### config.mk
export PLATFORM = sky130hd
export DESIGN_NAME = seg_value_formatter_flat
export DESIGN_NICKNAME = d
export VERILOG_FILES = /design/src/rtl/seg_value_formatter_if.sv /design/src/rtl/seg_value_formatter.sv /design/src/flat_wrapper.sv
export SDC_FILE = /design/constraint.sdc
export NUM_CORES = 1
export LEC_CHECK = 0
export ABC_AREA = 1
export BUFFER_PORTS_ARGS = -buffer_cell sky130_fd_sc_hd__buf_2
export CORE_MARGIN = 2
export CORE_UTILIZATION = 63
export DETAILED_ROUTE_END_ITERATION = 12
export PLACE_DENSITY = 0.9
export SLEW_MARGIN = 20
export SYNTH_ARGS = -nofsm -noshare
export SYNTH_HDL_FRONTEND = slang
export SYNTH_SLANG_ARGS = --single-unit
### constraint.sdc
create_clock -name clk -period 3.85 [get_ports clk]
set_input_delay 0.77 -clock clk [delete_from_list [all_inputs] [get_ports clk]]
set_output_delay 0.77 -clock clk [all_outputs]
set_load 0.05 [all_outputs]
### src/rtl/seg_value_formatter_if.sv
// Request/result bundle for seg_value_formatter. The master side presents
// values for display, and the slave side returns the per-digit codes.
interface seg_value_formatter_if #(
  parameter int NUM_DIGITS = 6,
  parameter int IN_WIDTH   = 20
);
  logic                    in_valid;
  logic                    in_ready;
  logic [IN_WIDTH-1:0]     value;
  logic                    dec_mode;
  logic [5*NUM_DIGITS-1:0] digits;
  logic                    out_valid;
  logic                    overflow;

  modport master (
    output in_valid, value, dec_mode,
    input  in_ready, digits, out_valid, overflow
  );

  modport slave (
    input  in_valid, value, dec_mode,
    output in_ready, digits, out_valid, overflow
  );
endinterface

### src/rtl/seg_value_formatter.sv
// Binary to seven-segment digit codes: hex nibble split or sequential double-dabble.
// Optional macro LEADING_ZERO_BLANK_EN blanks zero digits above the most significant nonzero digit.
module seg_value_formatter #(
  parameter int NUM_DIGITS = 6,
  parameter int IN_WIDTH   = 20
) (
  input logic                clk,
  input logic                rst,
  seg_value_formatter_if.slave bus
);
  // ceil(IN_WIDTH*log10(2) + 1) decimal digits, in fixed point.
  localparam int BCD_DIGITS = (IN_WIDTH * 30103 + 199999) / 100000;
  localparam int BCD_W      = 4 * BCD_DIGITS;
  localparam int SRC_N      = (BCD_DIGITS > NUM_DIGITS) ? BCD_DIGITS : NUM_DIGITS;
  localparam int SRC_W      = 4 * SRC_N;
  localparam int CNT_W      = $clog2(IN_WIDTH + 1);

  typedef enum logic [1:0] {S_IDLE, S_CONV, S_DONE} state_t;

  state_t                  state;
  logic [CNT_W-1:0]        cnt;
  logic [IN_WIDTH-1:0]     val;
  logic [BCD_W-1:0]        bcd;
  logic                    mode;
  logic [5*NUM_DIGITS-1:0] digits_q;
  logic                    overflow_q;
  logic                    out_valid_q;

  logic [BCD_W-1:0]        bcd_adj;
  logic [SRC_W-1:0]        src;
  logic                    ovf_next;
  logic [5*NUM_DIGITS-1:0] digits_next;
`ifdef LEADING_ZERO_BLANK_EN
  logic                    seen_nz;
`endif

  // NOTE: every signal written in always_comb gets a default first, so no path
  // can leave it unassigned and infer a latch.
  always_comb begin
    bcd_adj = bcd;
    for (int i = 0; i < BCD_DIGITS; i++) begin
      if (bcd[4*i +: 4] >= 4'd5) bcd_adj[4*i +: 4] = bcd[4*i +: 4] + 4'd3;
    end
  end

  // Both modes reduce to a nibble vector; any nonzero nibble past the display is overflow.
  always_comb begin
    src = '0;
    if (mode) src[BCD_W-1:0]    = bcd;
    else      src[IN_WIDTH-1:0] = val;

    ovf_next = 1'b0;
    for (int i = NUM_DIGITS; i < SRC_N; i++) begin
      if (src[4*i +: 4] != 4'd0) ovf_next = 1'b1;
    end

    digits_next = '0;
    for (int i = 0; i < NUM_DIGITS; i++) begin
      digits_next[5*i +: 5] = {1'b0, src[4*i +: 4]};
    end
`ifdef LEADING_ZERO_BLANK_EN
    seen_nz = 1'b0;
    for (int i = NUM_DIGITS - 1; i > 0; i--) begin
      if (src[4*i +: 4] != 4'd0) seen_nz = 1'b1;
      else if (!seen_nz)         digits_next[5*i +: 5] = 5'h1F;
    end
`endif
    if (ovf_next) digits_next = {NUM_DIGITS{5'h0E}};
  end

  // NOTE: sequential state uses non-blocking assignments only, so every
  // register samples pre-edge values regardless of statement order.
  always_ff @(posedge clk) begin
    if (rst) begin
      state       <= S_IDLE;
      cnt         <= '0;
      val         <= '0;
      bcd         <= '0;
      mode        <= 1'b0;
      digits_q    <= {NUM_DIGITS{5'h1F}};
      overflow_q  <= 1'b0;
      out_valid_q <= 1'b0;
    end else begin
      out_valid_q <= 1'b0;
      unique case (state)
        S_IDLE: begin
          if (bus.in_valid) begin
            val   <= bus.value;
            mode  <= bus.dec_mode;
            bcd   <= '0;
            cnt   <= CNT_W'(IN_WIDTH);
            state <= bus.dec_mode ? S_CONV : S_DONE;
          end
        end
        S_CONV: begin
          bcd <= {bcd_adj[BCD_W-2:0], val[IN_WIDTH-1]};
          val <= {val[IN_WIDTH-2:0], 1'b0};
          cnt <= cnt - CNT_W'(1);
          if (cnt == CNT_W'(1)) state <= S_DONE;
        end
        S_DONE: begin
          digits_q    <= digits_next;
          overflow_q  <= ovf_next;
          out_valid_q <= 1'b1;
          state       <= S_IDLE;
        end
        default: state <= S_IDLE;
      endcase
    end
  end

  assign bus.in_ready  = (state == S_IDLE);
  assign bus.digits    = digits_q;
  assign bus.overflow  = overflow_q;
  assign bus.out_valid = out_valid_q;
endmodule
### src/flat_wrapper.sv
// flat-port wrapper written by rule: the top's interface ports become plain ports
module seg_value_formatter_flat 
#(
  parameter int NUM_DIGITS = 6,
  parameter int IN_WIDTH   = 20
)
  (clk, rst, bus_in_valid, bus_value, bus_dec_mode, bus_in_ready, bus_digits, bus_out_valid, bus_overflow);
  seg_value_formatter_if #(.NUM_DIGITS(NUM_DIGITS), .IN_WIDTH(IN_WIDTH)) bus_i ();
  input logic clk;
  input logic rst;
  input wire logic [$bits(bus_i.in_valid)-1:0] bus_in_valid;
  input wire logic [$bits(bus_i.value)-1:0] bus_value;
  input wire logic [$bits(bus_i.dec_mode)-1:0] bus_dec_mode;
  output wire logic [$bits(bus_i.in_ready)-1:0] bus_in_ready;
  output wire logic [$bits(bus_i.digits)-1:0] bus_digits;
  output wire logic [$bits(bus_i.out_valid)-1:0] bus_out_valid;
  output wire logic [$bits(bus_i.overflow)-1:0] bus_overflow;
  assign bus_i.in_valid = bus_in_valid;
  assign bus_i.value = bus_value;
  assign bus_i.dec_mode = bus_dec_mode;
  assign bus_in_ready = bus_i.in_ready;
  assign bus_digits = bus_i.digits;
  assign bus_out_valid = bus_i.out_valid;
  assign bus_overflow = bus_i.overflow;
  seg_value_formatter #(.NUM_DIGITS(NUM_DIGITS), .IN_WIDTH(IN_WIDTH)) u_core (.clk(clk), .rst(rst), .bus(bus_i));
endmodule
# == Word-level counts from Yosys, hierarchy flattened ==
# Cells that the tools add are included.
# totals
mem_bits_rw,0
latch_bits,0
output_inout_bits,33
n_memories,0
regBits,92
elab_cells,61
romBits,0
in_bits,24
# classes
bitwise_logic,0
shifts,0
magnitude_cmp,8
multipliers,0
n_mux,24
div_mod_pow,0
n_reduce_logical,7
add_sub_neg,9
n_eq_ne,5
# op_table
cell,n
32-bit case mux with 2 select lines,1
20-bit two-way mux,2
20-bit case mux with 2 select lines,1
"4-bit by 3-bit greater-or-equal comparator with 1-bit output, second input constant",8
32-bit two-way mux,1
29-bit two-way mux,1
"4-bit by 2-bit adder with 4-bit output, second input constant",7
4-bit two-way mux,7
12-bit two-way mux,1
5-bit case mux with 2 select lines,1
4-bit nonzero test,2
2-bit two-way mux,3
2-bit AND reduction,3
"5-bit by 1-bit == test with 1-bit output, second input constant",1
5-bit two-way mux,1
"5-bit by 1-bit subtractor with 5-bit output, second input constant",1
2-bit case mux with 2 select lines,1
"3-bit by 2-bit adder with 3-bit output, second input constant",1
1-bit two-way mux,3
3-bit two-way mux,1
"2-bit by 1-bit == test with 1-bit output, second input constant",1
"2-bit == test, second input constant",1
2-bit logical NOT,1
"2-bit by 1-bit != test with 1-bit output, second input constant",1
other kinds (2),2

# == Longest topological paths before layout ==
# Gate-level depths: netlist of the first run.
# logic_depth
word_depth,5
mapped_depth,10
depth_no_buf,9

# == Least setup slack after synthesis of the first run ==
# OpenSTA, ideal clock, no wires.
# synth_timing
path_type,reg-to-output
from,register u_core.state[0]
to,output port bus_in_ready
stages_incl_launch_ff,2
required_time_ns,3.080
path_buffers,0
arrival_ns,1.007
setup_slack_ns,2.073
path_cell_list,dfxtp_1 nor2_1
# synth_between
elab_chain_len,1
# synth_rtl
item,line_no,source
"start, declared",seg_value_formatter.sv:20,state_t state;
"start signal, assigned",seg_value_formatter.sv:92,state <= bus.dec_mode ? S_CONV : S_DONE;
2-bit logical NOT,seg_value_formatter.sv:112,assign bus.in_ready = (state == S_IDLE);
"end, declared",flat_wrapper.sv:14,output wire logic [$bits(bus_i.in_ready)-1:0] bus_in_ready;
# Every way passes these cells.

# == Worst setup path after layout of the first run ==
# layout_timing
from,register u_core.state[1]
to,register u_core.val[4]
# layout_between
elab_chain_len,3
word_cells_on_any_way,6
classes_between,eq/ne: 2; mux: 1; reduce/logical: 3
# layout_rtl
item,line_no,source
2-bit by 1-bit == test with 1-bit output or 2-bit logical NOT (tied branches),seg_value_formatter.sv:85,unique case (state)
2-bit nonzero test (no line) or 2-bit != test (tied branches),--,
2-bit AND reduction (no line),--,
"end signal, assigned",seg_value_formatter.sv:88,val <= bus.value;
"end signal, assigned",seg_value_formatter.sv:97,"val <= {val[IN_WIDTH-2:0], 1'b0};"
"end, declared",seg_value_formatter.sv:22,logic [IN_WIDTH-1:0] val;
# Several ways; a longest one is shown, not always the timed one.
# A chain may end at the register's enable or synchronous reset.

==> results.ini, run 1 <==
[hold_path]
min_delay_path_depth = 2
timing.hold.worst.class = reg -> reg
min_from = u_core.bus.overflow$_SDFFE_PP0P_
min_delay_worst_endpoint = u_core.bus.overflow$_SDFFE_PP0P_

[routing]
routed_via_count_divided_by_cell_count = 5.64
routed_wire_length_per_instance_um = 13.8
dr.pass1.iters = 5
detail-route-antenna-nets = 0
initialDrtViolationCount = 341
remaining_drc_errors = 0
num_vias = 4459
route.final.wire_length_um = 10900

[grt]
antenna_violations_before_repair = 0
grt_overflow = 0
grtUsageMet2_pct = 47.3
grtUsageMet3_pct = 5.13
top_usage_layer = met2
grt_pass1_wl_um = 17500
number_of_global_route_vias_before_repair = 3950
pin_count_of_the_biggest_net_entering_global_routing = 68
global_route.usage.total_pct = 28.3
use_met1_pct = 36.6

[floorplan]
fp.dieW_um = 88.8
number_of_i_o_pins = 57
placementRows = 30
die_area_um2 = 7880
initial_utilization_pct = 65.9
fp.dieH_um = 88.8
placeableCoreArea_um2 = 6870

[clock_network]
cts_tree = yes
post-cts-setup-buffer-count = 0
root_buffer = sky130_fd_sc_hd__clkbuf_8
cts.sink_count = 87
worstSkewPairLatency_ps = 360
postCtsResizedCells = 0
clk_slew_on_worst_s_h_paths_ps = 80
clock_tree.buffer_depth = 2
hold_buffers = 0
h_tree_level_count = 3
cts_made_buffers = 9

[placement]
place.detailed.hpwl_um = 7160
io_buffer_count = 56
dpl.cell_count = 775
post-place-ws_ps = 1590
gp_routability_congestion = 0.812

[finish]
syn2layout_area_growth_pct = 8.93
antenna_cells_inserted = 0
design.final.nets = 732
finish.cell_count_without_fillers = 791
filler_cell_count = 552
share_of_cells_above_drive_strength_1_pct = 11.7
final_core_density_pct = 71.8

[critical_path]
length_in_cells_of_the_worst_reg_to_reg_path = 9
startpoint_type = register
critical_path_required_ps = 4160
cp.arrival_ps = 2330
highest_net_fanout_along_the_worst_path = 46
timing.reg2reg.setup_slack_ps = 1830
path_class = reg -> reg
worst_setup_path_end_kind = register
worstReg2RegEnd = u_core.val[4]$_SDFFE_PP0P_
launch_instance_of_the_worst_register_to_register_path = u_core.state[1]$_SDFFE_PP0P_

[timing]
clock-skew-final_ps = 5.81
hold_violations = 0
fin_tns_setup_ps = 0
fin_ws_ps = 1830
tightest_slew_ps = 933
fmax_mhz = 496
grt_setup_unrepaired = false
final-setup-viol-count = 0
final_max_slew_viol_count = 0
period_needed_ps = 2020
worst_slew_margin_relative_to_its_limit_pct = 37.8
period_share_pct = 52.4

[power]
maximum_vdd_drop_v = 0.000282
leakage_uw = 0.00211
powerDensity_nw_per_um2 = 403

[logic_synthesis]
synthesis.nets = 698
synth.ff_latch_count = 87
async_reset_ff_share_pct = 0
synth_flop_cell = sky130_fd_sc_hd__dfxtp_1
seq_area_frac_synth_pct = 38.5
number_of_synthesized_flops_with_an_enable_pin = 0
yosysUniqueCellTypes = 28
postSynthCellCount = 656
synth.cell_area_um2 = 4530
synth.yosys.warnings = 0
synth.avg_cell_area_um2 = 6.90

[status]
outcome = completed

[job]
maxCapViolCount = 0

placed cells by master (no fill, tap or decap), types with 5 or more instances in the layout:
cell type / netlist / routed
sky130_fd_sc_hd__a21oi_1: 81 / 81
sky130_fd_sc_hd__nor2_1: 49 / 49
sky130_fd_sc_hd__ha_1: 18 / 18
sky130_fd_sc_hd__inv_1: 68 / 68
sky130_fd_sc_hd__clkbuf_8: 0 / 9
sky130_fd_sc_hd__nand4_1: 17 / 17
sky130_fd_sc_hd__o21a_1: 7 / 7
sky130_fd_sc_hd__buf_4: 10 / 5
sky130_fd_sc_hd__buf_2: 11 / 56
sky130_fd_sc_hd__o21ai_0: 10 / 10
sky130_fd_sc_hd__nand3_1: 52 / 52
sky130_fd_sc_hd__nand2_1: 185 / 185
sky130_fd_sc_hd__dfxtp_1: 87 / 87
sky130_fd_sc_hd__o211ai_1: 28 / 28
sequential cells by signal (all words and copies together), names as in the netlist:
signal	count
u_core.bus.digits	25
u_core.val	20
u_core.bus.out_valid	1
u_core.bcd	32
u_core.state	2
u_core.mode	1
u_core.bus.overflow	1
u_core.cnt	5
cells by family after synthesis:
family                   after synthesis  share of synthesized area (%)
flip-flops                            87                           38.5
adder cells (fa/ha/maj)               18                           4.98
AO/OA/AOI/OAI                        134                           17.1
AND/OR/NAND/NOR                      308                           28.2
buffers and inverters                109                           11.2
critical path, cell delays in order (launching register included):
cell and delay [ps]:
sky130_fd_sc_hd__dfxtp_1 350, sky130_fd_sc_hd__inv_1 70, sky130_fd_sc_hd__nand2_2 240, sky130_fd_sc_hd__nand2_1 80, sky130_fd_sc_hd__buf_4 200, sky130_fd_sc_hd__inv_2 620
sky130_fd_sc_hd__nand2_1 130, sky130_fd_sc_hd__o211ai_1 130, sky130_fd_sc_hd__nand2_1 70, sky130_fd_sc_hd__inv_1 60
cell type report:
class,instances,area (µm²),share of cell area (%)
well taps,96,120,2.44
repair buffers,61,318,6.45
inverters,71,267,5.40
multi-input cells,460,2280,46.2
clock inverters,4,70.1,1.42
flip-flops and latches,87,1740,35.3
clock buffers,12,135,2.74
power by group:
part | switching (µW) | leakage, µW | total [µW] | internal [µW]
clock network | 320 | 0.000104 | 684 | 364
logic | 244 | 0.00129 | 329 | 84.9
registers | 28.3 | 0.000709 | 972 | 944
metal layers:
metal	share of wire [%]	up-vias
met1	44	2042
met2	47	188
li1	-	2210
met3	6.9	19
met5	0	-
met4	1.7	0
worst max-delay path by stage:
stage | depth (start not counted) | from | endpoint
floorplan | 1 | u_core.state[0]$_SDFFE_PP0P_ | bus_in_ready
global placement | 9 | bus_in_valid | u_core.val[4]$_SDFFE_PP0P_
detailed placement | 9 | bus_in_valid | u_core.val[4]$_SDFFE_PP0P_
CTS | 9 | u_core.state[1]$_SDFFE_PP0P_ | u_core.val[4]$_SDFFE_PP0P_
global route | 9 | u_core.state[1]$_SDFFE_PP0P_ | u_core.val[4]$_SDFFE_PP0P_
finish | 9 | u_core.state[1]$_SDFFE_PP0P_ | u_core.val[4]$_SDFFE_PP0P_
cell usage after synthesis, drive strengths merged, types with 7 or more instances:
cell type | instances | share of area, %
clkbuf | 9 | 0.75
a21oi | 81 | 9.0
ha | 18 | 5.0
inv | 71 | 5.9
nand3 | 53 | 6.0
nor2 | 50 | 4.2
nand2 | 186 | 15
dfxtp | 87 | 38
nand4 | 17 | 2.3
o211ai | 28 | 4.6
buf | 29 | 4.5
o21ai | 11 | 1.3
o21a | 7 | 1.2
metrics by stage:
stage          hold slack, ps  instance area [µm²]  power (µW)
6_report                  465                 4930        1990
5_1_grt                   483                 4930        2060
3_5_place_dp              453                 4730        1320
3_3_place_gp              446                 4730        1310
4_1_cts                   468                 4930        1980
2_1_floorplan             444                 4530        1260
(Power assumes the default switching activity.)
==> run 2: changes to the inputs <==
CORE_UTILIZATION = 52   (was 63)
PLACE_DENSITY = 0.8   (was 0.9)
clock period = 1.8 ns   (was 3.85 ns; I/O delays follow)
==> results.ini, run 2 (same netlist as run 1, synthesis figures left out) <==
[status]
outcome = completed

[clock_network]
post-cts-setup-buffer-count = 0
clock_tree.buffer_depth = 2
clk_slew_on_worst_s_h_paths_ps = 80
hold_buffers = 0
cts_made_buffers = 9
cts.sink_count = 87
worstSkewPairLatency_ps = 350
h_tree_level_count = 3
cts_tree = yes
root_buffer = sky130_fd_sc_hd__clkbuf_8
postCtsResizedCells = 0

[routing]
wl_met2_um = 4900
routed_wire_length_per_instance_um = 13.2
remaining_drc_errors = 0
route.layer.met1.wl_um = 5030
met3_wirelength_um = 545
routed.top_layer = met4
dr.pass1.iters = 4
detail-route-antenna-nets = 0
num_vias = 4335
route.final.wire_length_um = 10700
routed_via_count_divided_by_cell_count = 5.35
initialDrtViolationCount = 254

[power]
maximum_vdd_drop_v = 0.000456
powerDensity_nw_per_um2 = 820
leakage_uw = 0.00216
fin_total_pwr_uw = 4120

[timing]
final-setup-viol-count = 0
final_max_slew_viol_count = 0
fmax_mhz = 662
period_needed_ps = 1510
timing.hold.ws_ps = 255
worst_slew_margin_relative_to_its_limit_pct = 68.9
grt_setup_unrepaired = false
fin_tns_setup_ps = 0
tightest_slew_ps = 466
clock-skew-final_ps = 7.41
period_share_pct = 83.9
hold_violations = 0

[grt]
global_route.usage.total_pct = 22.9
grt_pass1_wl_um = 18000
pin_count_of_the_biggest_net_entering_global_routing = 54
number_of_global_route_vias_before_repair = 4020
antenna_violations_before_repair = 0
grt_overflow = 0

[critical_path]
highest_net_fanout_along_the_worst_path = 20
worst_setup_path_end_kind = register
startpoint = u_core.state[0]$_SDFFE_PP0P_
length_in_cells_of_the_worst_reg_to_reg_path = 7
critPathCapture = u_core.bcd[20]$_SDFFE_PP0P_
launch_instance_of_the_worst_register_to_register_path = u_core.state[0]$_SDFFE_PP0P_
timing.reg2reg.setup_slack_ps = 290
startpoint_type = register
worstReg2RegEnd = u_core.bcd[20]$_SDFFE_PP0P_
path_class = reg -> reg
critical_path_required_ps = 2100
cp.arrival_ps = 1810

[placement]
io_buffer_count = 56
place.detailed.hpwl_um = 7550
gp_routability_congestion = 0.826

[finish]
design.final.nets = 740
antenna_cells_inserted = 0
filler_cell_count = 837
mostFrequentLayoutCells = sky130_fd_sc_hd__nand2_1 (185), sky130_fd_sc_hd__dfxtp_1 (87), sky130_fd_sc_hd__a21oi_1 (81), sky130_fd_sc_hd__inv_1 (68), sky130_fd_sc_hd__buf_2 (56)
syn2layout_area_growth_pct = 11.2
layout_commonest_cell = sky130_fd_sc_hd__nand2_1
final_core_density_pct = 58.6
largest_register_ff_count = 32
share_of_cells_above_drive_strength_1_pct = 13.1
largest_register = u_core.bcd

[hold_path]
timing.hold.worst.class = in -> reg

[floorplan]
fp.dieH_um = 97.3
number_of_i_o_pins = 57
die_area_um2 = 9470
fp.dieW_um = 97.3
placeableCoreArea_um2 = 8590
placementRows = 34
initial_utilization_pct = 52.7

[job]
maxCapViolCount = 0

[run 2: area by class of cell]
class | count | area, µm² | share of cell area (%)
multi-input cells | 460 | 2280 | 45.3
flip-flops and latches | 87 | 1740 | 34.6
inverters | 71 | 267 | 5.30
clock inverters | 3 | 15.0 | 0.298
clock buffers | 13 | 179 | 3.56
repair buffers | 69 | 415 | 8.25
well taps | 108 | 135 | 2.69
[run 2: per-layer routing]
layer  vias up  track usage, %
li1       2228               -
met1      1959            31.2
met2       128            37.1
met3        20            3.17
met4         0            8.65
met5         -               0
[run 2: stage by stage]
stage | area (µm²) | worst slack, ps | cells
floorplan | 4530 | 263 | 656
global placement | 4840 | 409 | 795
detailed placement | 4840 | 322 | 795
CTS | 5030 | 299 | 811
global route | 5030 | 125 | 811
finish | 5030 | 289 | 811
[run 2: worst min-delay path by stage]
stage,start,end,slack (ps),cells past startpoint
finish,bus_value[0],u_core.val[0]$_SDFFE_PP0P_,250,3
global route,bus_value[0],u_core.val[0]$_SDFFE_PP0P_,250,3
CTS,bus_value[0],u_core.val[0]$_SDFFE_PP0P_,240,3
detailed placement,u_core.bus.digits[5]$_SDFFE_PP1P_,u_core.bus.digits[5]$_SDFFE_PP1P_,450,2
global placement,u_core.bus.digits[5]$_SDFFE_PP1P_,u_core.bus.digits[5]$_SDFFE_PP1P_,450,2
floorplan,u_core.bcd[13]$_SDFFE_PP0P_,u_core.bcd[13]$_SDFFE_PP0P_,440,2
[run 2: power by group]
group	internal [µW]	switching, µW	leakage (µW)
logic	206	523	0.00135
registers	2020	61.0	0.000709
clock network	646	670	0.000105
[run 2: critical path: stages, from the launching register on]
cell and delay, ps:
sky130_fd_sc_hd__dfxtp_1 400, sky130_fd_sc_hd__nand2_2 200, sky130_fd_sc_hd__inv_2 230, sky130_fd_sc_hd__buf_4 280
sky130_fd_sc_hd__nand2_1 90, sky130_fd_sc_hd__nor2_1 120, sky130_fd_sc_hd__nor2_1 50, sky130_fd_sc_hd__nor2_1 70
==> run 3: changes to the inputs <==
clock period = 1.2 ns   (was 1.8 ns; I/O delays follow)
==> results.ini, run 3 (same netlist as run 1, synthesis figures left out) <==
[power]
clkPwrFrac_pct = 31.6
leakage_uw = 0.00280
netSwitchingFraction_pct = 32.1
share_seq_of_total_power_pct = 45.7
pwr-share-comb_pct = 22.7
maximum_vdd_drop_v = 0.000667
p_int_uw = 4670
powerDensity_nw_per_um2 = 1080
p_sw_uw = 2210

[floorplan]
initial_utilization_pct = 52.7
die_area_um2 = 9470
number_of_i_o_pins = 57
placementRows = 34
fp.dieW_um = 97.3
placeableCoreArea_um2 = 8590
fp.dieH_um = 97.3

[finish]
syn2layout_area_growth_pct = 40.2
mostFrequentLayoutCells = sky130_fd_sc_hd__nand2_1 (167), sky130_fd_sc_hd__buf_4 (72), sky130_fd_sc_hd__dfxtp_1 (69), sky130_fd_sc_hd__a21oi_1 (68)
share_of_cells_above_drive_strength_1_pct = 33.8
design.final.nets = 806
largest_register_ff_count = 32
finish.cell_count_without_fillers = 877
design_area_um2 = 6350
layout_commonest_cell = sky130_fd_sc_hd__nand2_1
largest_register = u_core.bcd
antenna_cells_inserted = 0
final_core_density_pct = 73.9

[placement]
place.detailed.hpwl_um = 8560
gp_routability_congestion = 0.946
dpl.cell_count = 843
io_buffer_count = 56
placement.cell_area_um2 = 5270

[status]
outcome = finished, violations left
failed_checks = negative setup slack

[hold_path]
timing.hold.worst.class = in -> reg

[critical_path]
worst_setup_path_end_kind = output pin
timing.reg2reg.setup_slack_ps = -100
startpoint = u_core.state[1]$_SDFFE_PP0P_
cp.arrival_ps = 1090
startpoint_type = register
length_in_cells_of_the_worst_reg_to_reg_path = 7
highest_net_fanout_along_the_worst_path = 3
critical_path_required_ps = 960
path_class = reg -> out
worstReg2RegEnd = u_core.bcd[9]$_SDFFE_PP0P_
launch_instance_of_the_worst_register_to_register_path = u_core.bcd[8]$_SDFFE_PP0P_
critPathCapture = bus_in_ready

[routing]
initialDrtViolationCount = 507
routed_via_count_divided_by_cell_count = 5.83
remaining_drc_errors = 0
num_vias = 5113
dr.pass1.iters = 7
routed_wire_length_per_instance_um = 16.9
route.final.wire_length_um = 14800
detail-route-antenna-nets = 0

[grt]
antenna_violations_before_repair = 0
grt_pass1_wl_um = 21000
grt_overflow = 0
number_of_global_route_vias_before_repair = 4485
pin_count_of_the_biggest_net_entering_global_routing = 54
global_route.usage.total_pct = 27.0

[clock_network]
root_buffer = sky130_fd_sc_hd__clkbuf_8
cts_tree = yes
cts.sink_count = 87
clk_slew_on_worst_s_h_paths_ps = 90
cts_made_buffers = 9
worstSkewPairLatency_ps = 360
clock_tree.buffer_depth = 2
h_tree_level_count = 3

[job]
maxCapViolCount = 0

[timing]
final-setup-viol-count = 66
hold_violations = 0
fin_ws_ps = -130
period_needed_ps = 1330
fin_tns_setup_ps = -1840
final_max_slew_viol_count = 0
worst_slew_margin_relative_to_its_limit_pct = 74.0
grt_setup_unrepaired = true
clock-skew-final_ps = 8.27
tightest_slew_ps = 389
fmax_mhz = 752
period_share_pct = 111

-- run 3: cell types whose count changed in the layout (fill, tap and decap cells not counted), moves of 13 or more --
cell                      change
sky130_fd_sc_hd__buf_4       +62
sky130_fd_sc_hd__buf_2       -33
sky130_fd_sc_hd__inv_1       -22
sky130_fd_sc_hd__dfxtp_1     -18
sky130_fd_sc_hd__nand2_1     -18
sky130_fd_sc_hd__buf_6       +17
sky130_fd_sc_hd__dfxtp_2     +15
sky130_fd_sc_hd__nand3_1     -15
sky130_fd_sc_hd__nand3_2     +14
sky130_fd_sc_hd__a21oi_1     -13
sky130_fd_sc_hd__inv_2       +13
-- run 3: through the flow --
stage          setup slack (ps)  hold WS (ps)  total power (µW)
2_1_floorplan             -65.1           388              4030
3_3_place_gp              -5.21           447              4350
3_5_place_dp              -75.4           455              4380
4_1_cts                    -134           136              6660
5_1_grt                    -176           158              7090
6_report                   -130           149              6880
-- run 3: routing by layer --
| metal | global-route usage (%) | vias to the layer above | wire length (µm) |
|---|---|---|---|
| met1 | 34.9 | 2363 | 5760 |
| met3 | 3.81 | 73 | 1150 |
| met2 | 45.6 | 311 | 7330 |
| li1 | - | 2366 | - |
| met4 | 10.6 | 0 | 580 |
| met5 | 0 | - | 0 |
-- run 3: power groups by stage --
stage / combinational (µW) / sequential (µW) / clock (µW)
detailed placement: 1190 / 3190 / 0
global route: 1650 / 3150 / 2290
floorplan: 628 / 3410 / 0
CTS: 1350 / 3130 / 2180
global placement: 1170 / 3180 / 0
finish: 1560 / 3140 / 2170
-- run 3: area by class of cell --
type / instances / area (µm²)
clock buffer: 10 / 138
clock inverter: 6 / 68.8
fill: 564 / 2250
inverter: 71 / 297
multi-input combinational: 460 / 2640
sequential: 87 / 1770
tap: 108 / 135
timing repair buffer: 135 / 1290
-- run 3: critical path, cell delays in order, from the launching register on --
cell and delay, ps:
sky130_fd_sc_hd__dfxtp_2 350, sky130_fd_sc_hd__buf_6 120, sky130_fd_sc_hd__nor2_4 110, sky130_fd_sc_hd__buf_8 150
-- run 3: how the worst min path moves through the flow --
stage	cells after the start	slack, ps	to	from
after floorplan	2	390	u_core.val[0]$_SDFFE_PP0P_	bus_value[0]
after global placement	2	450	u_core.bus.digits[10]$_SDFFE_PP1P_	u_core.bus.digits[10]$_SDFFE_PP1P_
after detailed placement	2	460	u_core.bus.digits[20]$_SDFFE_PP1P_	u_core.bus.digits[20]$_SDFFE_PP1P_
after CTS	3	140	u_core.val[0]$_SDFFE_PP0P_	bus_value[0]
after global routing	3	160	u_core.val[2]$_SDFFE_PP0P_	bus_value[2]
final	3	150	u_core.val[2]$_SDFFE_PP0P_	bus_value[2]
-- run 3: timing repair --
| item | 4_1_cts | 5_1_grt |
|---|---|---|
| gates resized for setup | 105 | 105 |
| hold buffers | 0 | 0 |
| setup endpoints to repair | 100 | 96 |
| buffers inserted | 4 | 7 |
| gates cloned | 2 | 5 |
| pin swaps | 6 | 21 |
